--- config.mk ---
export PLATFORM = sky130hd
export DESIGN_NAME = washing_machine_load_size_detection_flat
export DESIGN_NICKNAME = d
export VERILOG_FILES = /design/src/rtl/washing_machine_load_size_detection_pkg.sv /design/src/rtl/washing_machine_load_size_detection_if.sv /design/src/rtl/washing_machine_load_size_detection_load_class_decoder.sv /design/src/rtl/washing_machine_load_size_detection.sv /design/src/flat_wrapper.sv
export SDC_FILE = /design/constraint.sdc
export NUM_CORES = 1
export LEC_CHECK = 0
export BUFFER_PORTS_ARGS = -buffer_cell sky130_fd_sc_hd__buf_2
export CORE_AREA = 2 2 39 41
export CTS_BUF_LIST = sky130_fd_sc_hd__clkbuf_8
export CTS_CLUSTER_SIZE = 12
export DETAILED_ROUTE_END_ITERATION = 8
export DIE_AREA = 0 0 41 43
export MAX_ROUTING_LAYER = met4
export PLACE_DENSITY_LB_ADDON = 0.2
export SLEW_MARGIN = 20
export SYNTH_ARGS = -nofsm -noshare
export SYNTH_HDL_FRONTEND = slang
export SYNTH_SLANG_ARGS = --single-unit
--- constraint.sdc ---
create_clock -name clk -period 0.8 [get_ports clk]
set_input_delay 0.16 -clock clk [delete_from_list [all_inputs] [get_ports clk]]
set_output_delay 0.16 -clock clk [all_outputs]
set_load 0.03 [all_outputs]
--- src/rtl/washing_machine_load_size_detection_pkg.sv ---
// Shared definitions for the washing-machine load size detector.
// Holds the default class thresholds, the default water-level codes,
// the load-class enumeration and a helper that maps a class to its
// water-level code.
package washing_machine_pkg;

    // Default class thresholds (inclusive upper bound of each class).
    localparam int unsigned DEF_LOW_THRESHOLD    = 32'd20;
    localparam int unsigned DEF_MEDIUM_THRESHOLD = 32'd50;
    localparam int unsigned DEF_HIGH_THRESHOLD   = 32'd80;

    // Default water-level codes per class.
    localparam int unsigned DEF_LOW_LEVEL        = 32'd250;
    localparam int unsigned DEF_MEDIUM_LEVEL     = 32'd500;
    localparam int unsigned DEF_HIGH_LEVEL       = 32'd750;
    localparam int unsigned DEF_EXTRA_HIGH_LEVEL = 32'd1000;

    // Maximum code representable on the 10-bit water_level bus.
    localparam int unsigned LEVEL_MAX            = 32'd1023;
    localparam int unsigned WEIGHT_MAX           = 32'd255;

    typedef enum logic [2:0] {
        NONE       = 3'd0,
        LOW        = 3'd1,
        MEDIUM     = 3'd2,
        HIGH       = 3'd3,
        EXTRA_HIGH = 3'd4
    } load_class_t;

    // Select the water-level code for a load class; an unknown encoding
    // falls back to "no fill" so the valve is never opened by accident.
    function automatic logic [9:0] level_for_class(
        input load_class_t cls,
        input logic [9:0]  low_level,
        input logic [9:0]  medium_level,
        input logic [9:0]  high_level,
        input logic [9:0]  extra_high_level
    );
        logic [9:0] level;
        case (cls)
            NONE:       level = 10'd0;
            LOW:        level = low_level;
            MEDIUM:     level = medium_level;
            HIGH:       level = high_level;
            EXTRA_HIGH: level = extra_high_level;
            default:    level = 10'd0;
        endcase
        return level;
    endfunction

endpackage

--- src/rtl/washing_machine_load_size_detection_if.sv ---
// Bus between the load-cell front end and the fill-level controller.
//   load_weight : 8-bit unsigned measured load weight
//   water_level : 10-bit unsigned target water level
// master = load-cell side (drives weight), slave = detector (drives level).
interface washing_machine_load_size_detection_if;
    logic [7:0] load_weight;
    logic [9:0] water_level;

    modport master (output load_weight, input water_level);
    modport slave  (input load_weight, output water_level);
endinterface

--- src/rtl/washing_machine_load_size_detection_load_class_decoder.sv ---
// Combinational weight-to-class comparator.
// Ports:
//   load_weight : 8-bit unsigned weight
//   load_class  : resulting load class (NONE for zero weight)
// A weight equal to a threshold belongs to the lower class.
module load_class_decoder
    import washing_machine_pkg::*;
#(
    parameter logic [7:0] LOW_THRESHOLD    = 8'd20,
    parameter logic [7:0] MEDIUM_THRESHOLD = 8'd50,
    parameter logic [7:0] HIGH_THRESHOLD   = 8'd80
) (
    input  logic [7:0]  load_weight,
    output load_class_t load_class
);

    load_class_t class_s;

    // Unsigned threshold compare chain, lowest class first.
    always_comb begin
        class_s = NONE;
        if (load_weight == 8'd0) begin
            class_s = NONE;
        end else if (load_weight <= LOW_THRESHOLD) begin
            class_s = LOW;
        end else if (load_weight <= MEDIUM_THRESHOLD) begin
            class_s = MEDIUM;
        end else if (load_weight <= HIGH_THRESHOLD) begin
            class_s = HIGH;
        end else begin
            class_s = EXTRA_HIGH;
        end
    end

    assign load_class = class_s;

endmodule

--- src/rtl/washing_machine_load_size_detection.sv ---
// Washing-machine load size detector: classifies the drum load weight and
// registers the matching target water level, one cycle after sampling.
// Ports:
//   clk   : system clock, rising edge
//   reset : asynchronous, active-low reset; clears water_level to 0
//   bus   : slave side of the weight/level bus
//           (load_weight in, water_level out, registered)
module washing_machine_load_size_detection
    import washing_machine_pkg::*;
#(
    parameter int unsigned LOW_THRESHOLD    = DEF_LOW_THRESHOLD,
    parameter int unsigned MEDIUM_THRESHOLD = DEF_MEDIUM_THRESHOLD,
    parameter int unsigned HIGH_THRESHOLD   = DEF_HIGH_THRESHOLD,
    parameter int unsigned LOW_LEVEL        = DEF_LOW_LEVEL,
    parameter int unsigned MEDIUM_LEVEL     = DEF_MEDIUM_LEVEL,
    parameter int unsigned HIGH_LEVEL       = DEF_HIGH_LEVEL,
    parameter int unsigned EXTRA_HIGH_LEVEL = DEF_EXTRA_HIGH_LEVEL
) (
    input  logic clk,
    input  logic reset,
    washing_machine_load_size_detection_if.slave bus
);

    // Reject parameter sets that cannot be represented or ordered.
    if (HIGH_THRESHOLD > WEIGHT_MAX) begin : g_bad_threshold_width
        $error("thresholds must fit in 8 bits");
    end
    if (!((LOW_THRESHOLD < MEDIUM_THRESHOLD) && (MEDIUM_THRESHOLD < HIGH_THRESHOLD))) begin : g_bad_threshold_order
        $error("thresholds must be strictly increasing");
    end
    if ((LOW_LEVEL > LEVEL_MAX) || (MEDIUM_LEVEL > LEVEL_MAX) ||
        (HIGH_LEVEL > LEVEL_MAX) || (EXTRA_HIGH_LEVEL > LEVEL_MAX)) begin : g_bad_level_width
        $error("water levels must fit in 10 bits");
    end

    load_class_t class_s;
    logic [9:0]  level_s;
    logic [9:0]  level_r;

    load_class_decoder #(
        .LOW_THRESHOLD    (8'(LOW_THRESHOLD)),
        .MEDIUM_THRESHOLD (8'(MEDIUM_THRESHOLD)),
        .HIGH_THRESHOLD   (8'(HIGH_THRESHOLD))
    ) u_decoder (
        .load_weight (bus.load_weight),
        .load_class  (class_s)
    );

    assign level_s = level_for_class(class_s,
                                     10'(LOW_LEVEL),
                                     10'(MEDIUM_LEVEL),
                                     10'(HIGH_LEVEL),
                                     10'(EXTRA_HIGH_LEVEL));

    // Output register: the only path from weight to level goes through here.
    always_ff @(posedge clk or negedge reset) begin
        if (!reset) begin
            level_r <= 10'd0;
        end else begin
            level_r <= level_s;
        end
    end

    assign bus.water_level = level_r;

endmodule

--- src/flat_wrapper.sv ---
// flat-port wrapper written by rule: the top's interface ports become plain ports
module washing_machine_load_size_detection_flat import washing_machine_pkg::*;
#(
    parameter int unsigned LOW_THRESHOLD    = DEF_LOW_THRESHOLD,
    parameter int unsigned MEDIUM_THRESHOLD = DEF_MEDIUM_THRESHOLD,
    parameter int unsigned HIGH_THRESHOLD   = DEF_HIGH_THRESHOLD,
    parameter int unsigned LOW_LEVEL        = DEF_LOW_LEVEL,
    parameter int unsigned MEDIUM_LEVEL     = DEF_MEDIUM_LEVEL,
    parameter int unsigned HIGH_LEVEL       = DEF_HIGH_LEVEL,
    parameter int unsigned EXTRA_HIGH_LEVEL = DEF_EXTRA_HIGH_LEVEL
)
  (clk, reset, bus_load_weight, bus_water_level);
  washing_machine_load_size_detection_if bus_i ();
  input  logic clk;
  input  logic reset;
  input wire logic [$bits(bus_i.load_weight)-1:0] bus_load_weight;
  output wire logic [$bits(bus_i.water_level)-1:0] bus_water_level;
  assign bus_i.load_weight = bus_load_weight;
  assign bus_water_level = bus_i.water_level;
  washing_machine_load_size_detection #(.LOW_THRESHOLD(LOW_THRESHOLD), .MEDIUM_THRESHOLD(MEDIUM_THRESHOLD), .HIGH_THRESHOLD(HIGH_THRESHOLD), .LOW_LEVEL(LOW_LEVEL), .MEDIUM_LEVEL(MEDIUM_LEVEL), .HIGH_LEVEL(HIGH_LEVEL), .EXTRA_HIGH_LEVEL(EXTRA_HIGH_LEVEL)) u_core (.clk(clk), .reset(reset), .bus(bus_i));
endmodule
==> impl_metrics.ini <==
[final_layout]
area_delta_synth_final_pct = 89.8
multi_input_area_um2 = 126
largest_register_ffs = 7
stdcell_area_um2 = 603
fin_util_pct = 43.6
fin_nets = 66
diodes = 0
num-fill-cells = 140
drive_gt1_share_pct = 58.2
seq_area_um2 = 176

[drt]
drt-initial-drc-count = 1
drtAntennaViolNets = 0
via_count = 303
routedWlPerCell_um = 9.10
drc = 0
finalWirelength_um = 646
firstDrtPassIters = 2
viasPerCell = 4.27

[die]
io_pins = 20
die_w_um = 41
die_y_um = 43
num_rows = 14
start_util_pct = 23.0
coreArea_mm2 = 0.00138
die_area_mm2 = 0.00176

[synth]
ys_seq_area_share_pct = 55.1
syn_inst = 28
async_flop_share_pct = 100
synth_ff_type = dfrtp_1
synth-edff-count = 0
ys_types = 18
synth_top_area_share_pct = 55.1
syn_area_per_cell_um2 = 11.4
yosysTopAreaCell = dfrtp_1
ys_seq_elements = 7
syn-num-nets = 38
ys_top_cells_by_count = dfrtp_1, buf_4, a21oi_1, nor2_1
ys_warn_count = 0
synth_area_leaders = dfrtp_1, buf_4, a32oi_2
synthMostInstantiatedCell = dfrtp_1
syn_area_um2 = 318

[timing]
setup_viol = 16
final.period_utilization_pct = 130
rsz0062_at_grt = true
slew_violations = 0
setup_ws_ns = -0.240
hold_ws_ns = 0.255
hold_viol = 0
layout_min_cycle_time_ns = 1.04
tns_ns = -2.23
fmax_ghz = 0.961

[power]
powerDensity_mw_per_mm2 = 1800
ir_worst_vdd_uv = 514
p_total_mw = 1.09
leakagePower_nw = 0.285

[grt]
grt_pass1_wl_mm = 1.05
antenna_found_initial = 0
top_usage_layer = met2
gr-total-overflow = 0
met2_usage_pct = 12.8
gr-usage-met3_pct = 0
grt_usage_pct = 9.29
use_met1_pct = 11.0
grt_pass1_vias = 290
grt_max_degree = 8

[setup_path]
critPathLaunchType = primary input
path_class = in -> reg
critPathMaxStageDelay_ns = 0.54
cpMaxStageDelayCell = or4_4
critPathArrivalTime_ns = 1.14
cp-end-kind = flop
cp-startpoint = bus_load_weight[3]
crit_family = simple AND/OR/NAND/NOR gates
cp_num_buf_inv = 1
cp.required_ns = 0.90
crit_fanout = 4
path_cells = buf_8 > or4_4 > nor3b_4 > o21bai_1

[status]
violations = negative setup slack
status = complete, but fails checks

[min_path]
hold_start = bus_load_weight[0]
min_path_type = in -> reg

[cts]
clkSinkCount = 7
cts_made_buffers = 3
clk_path_buf_depth = 2
htreeDepth = 1
path_clk_slew_ns = 0.04
cts_root_buf = clkbuf_8
cts_tree = yes

[placement]
placed_cell_area_um2 = 454
hpwl_um = 522
gp_congestion = 0.634
port_buffers = 18

[flow_run]
maxCapViolCount = 0
==> worst min-delay path, delay by kind of cell <==
| family | cells | cell delay [ns] |
|---|---|---|
| buf+inv | 2 | 0.11 |
| simple gates | 2 | 0.17 |
==> worst paths after layout <==
path / endpoint / slack [ns] / cells past startpoint
max: u_core.bus.water_level[4] / -0.24 / 4
min: u_core.bus.water_level[7] / 0.26 / 4
max in group asynchronous: u_core.bus.water_level[7] / 0.34 / 2
min in group asynchronous: u_core.bus.water_level[1] / 0.29 / 2
==> per-stage QoR <==
| step | std cells | worst slack [ns] |
|---|---|---|
| floorplan | 28 | -0.310 |
| detailed placement | 64 | -0.490 |
| global placement | 64 | -0.493 |
| CTS | 69 | -0.240 |
| finish | 71 | -0.240 |
| global route | 71 | -0.299 |
==> cell usage in the layout, fill, tap and decap left out, types with 2 or more instances in the layout <==
| cell | count |
|---|---|
| clkbuf_8 | 3 |
| buf_6 | 11 |
| a21oi_1 | 2 |
| inv_1 | 2 |
| buf_2 | 6 |
| nor2_1 | 2 |
| dfrtp_1 | 6 |
| buf_4 | 7 |
==> layout make-up <==
cell class | instances | area share, %
multi-input combinational | 17 | 21.0
clock inverter | 1 | 0.622
inverter | 1 | 0.622
tap | 16 | 3.32
timing repair buffer | 26 | 38.4
sequential | 7 | 29.3
clock buffer | 3 | 6.85
==> report_power, final <==
part | total [mW] | switching [mW] | internal, mW
logic | 0.234 | 0.115 | 0.118
registers | 0.388 | 0.00969 | 0.379
clock network | 0.464 | 0.134 | 0.330
total | 1.09 | 0.260 | 0.827
==> repair_timing <==
item	CTS	global route
pin swaps	1	1
buffers inserted	0	2
gates resized for setup	21	1
setup endpoints to repair	16	16
hold buffers	1	0
hold endpoints to repair	7	0
==> routing by layer <==
metal,vias up,routed length (um)
met1,134,257
met2,16,344
li1,153,-
met5,-,0
met4,0,0
met3,0,45
==> kinds of logic after synthesis <==
| kind of cell | count (synthesis) | synth area share (%) |
|---|---|---|
| AOI/OAI and AO/OA | 8 | 20.5 |
| buffers and inverters | 4 | 8.27 |
| DFF | 7 | 55.1 |
| other | 1 | 1.18 |
| and+or+nand+nor | 8 | 15.0 |
Power figures use the tool's default switching activity.
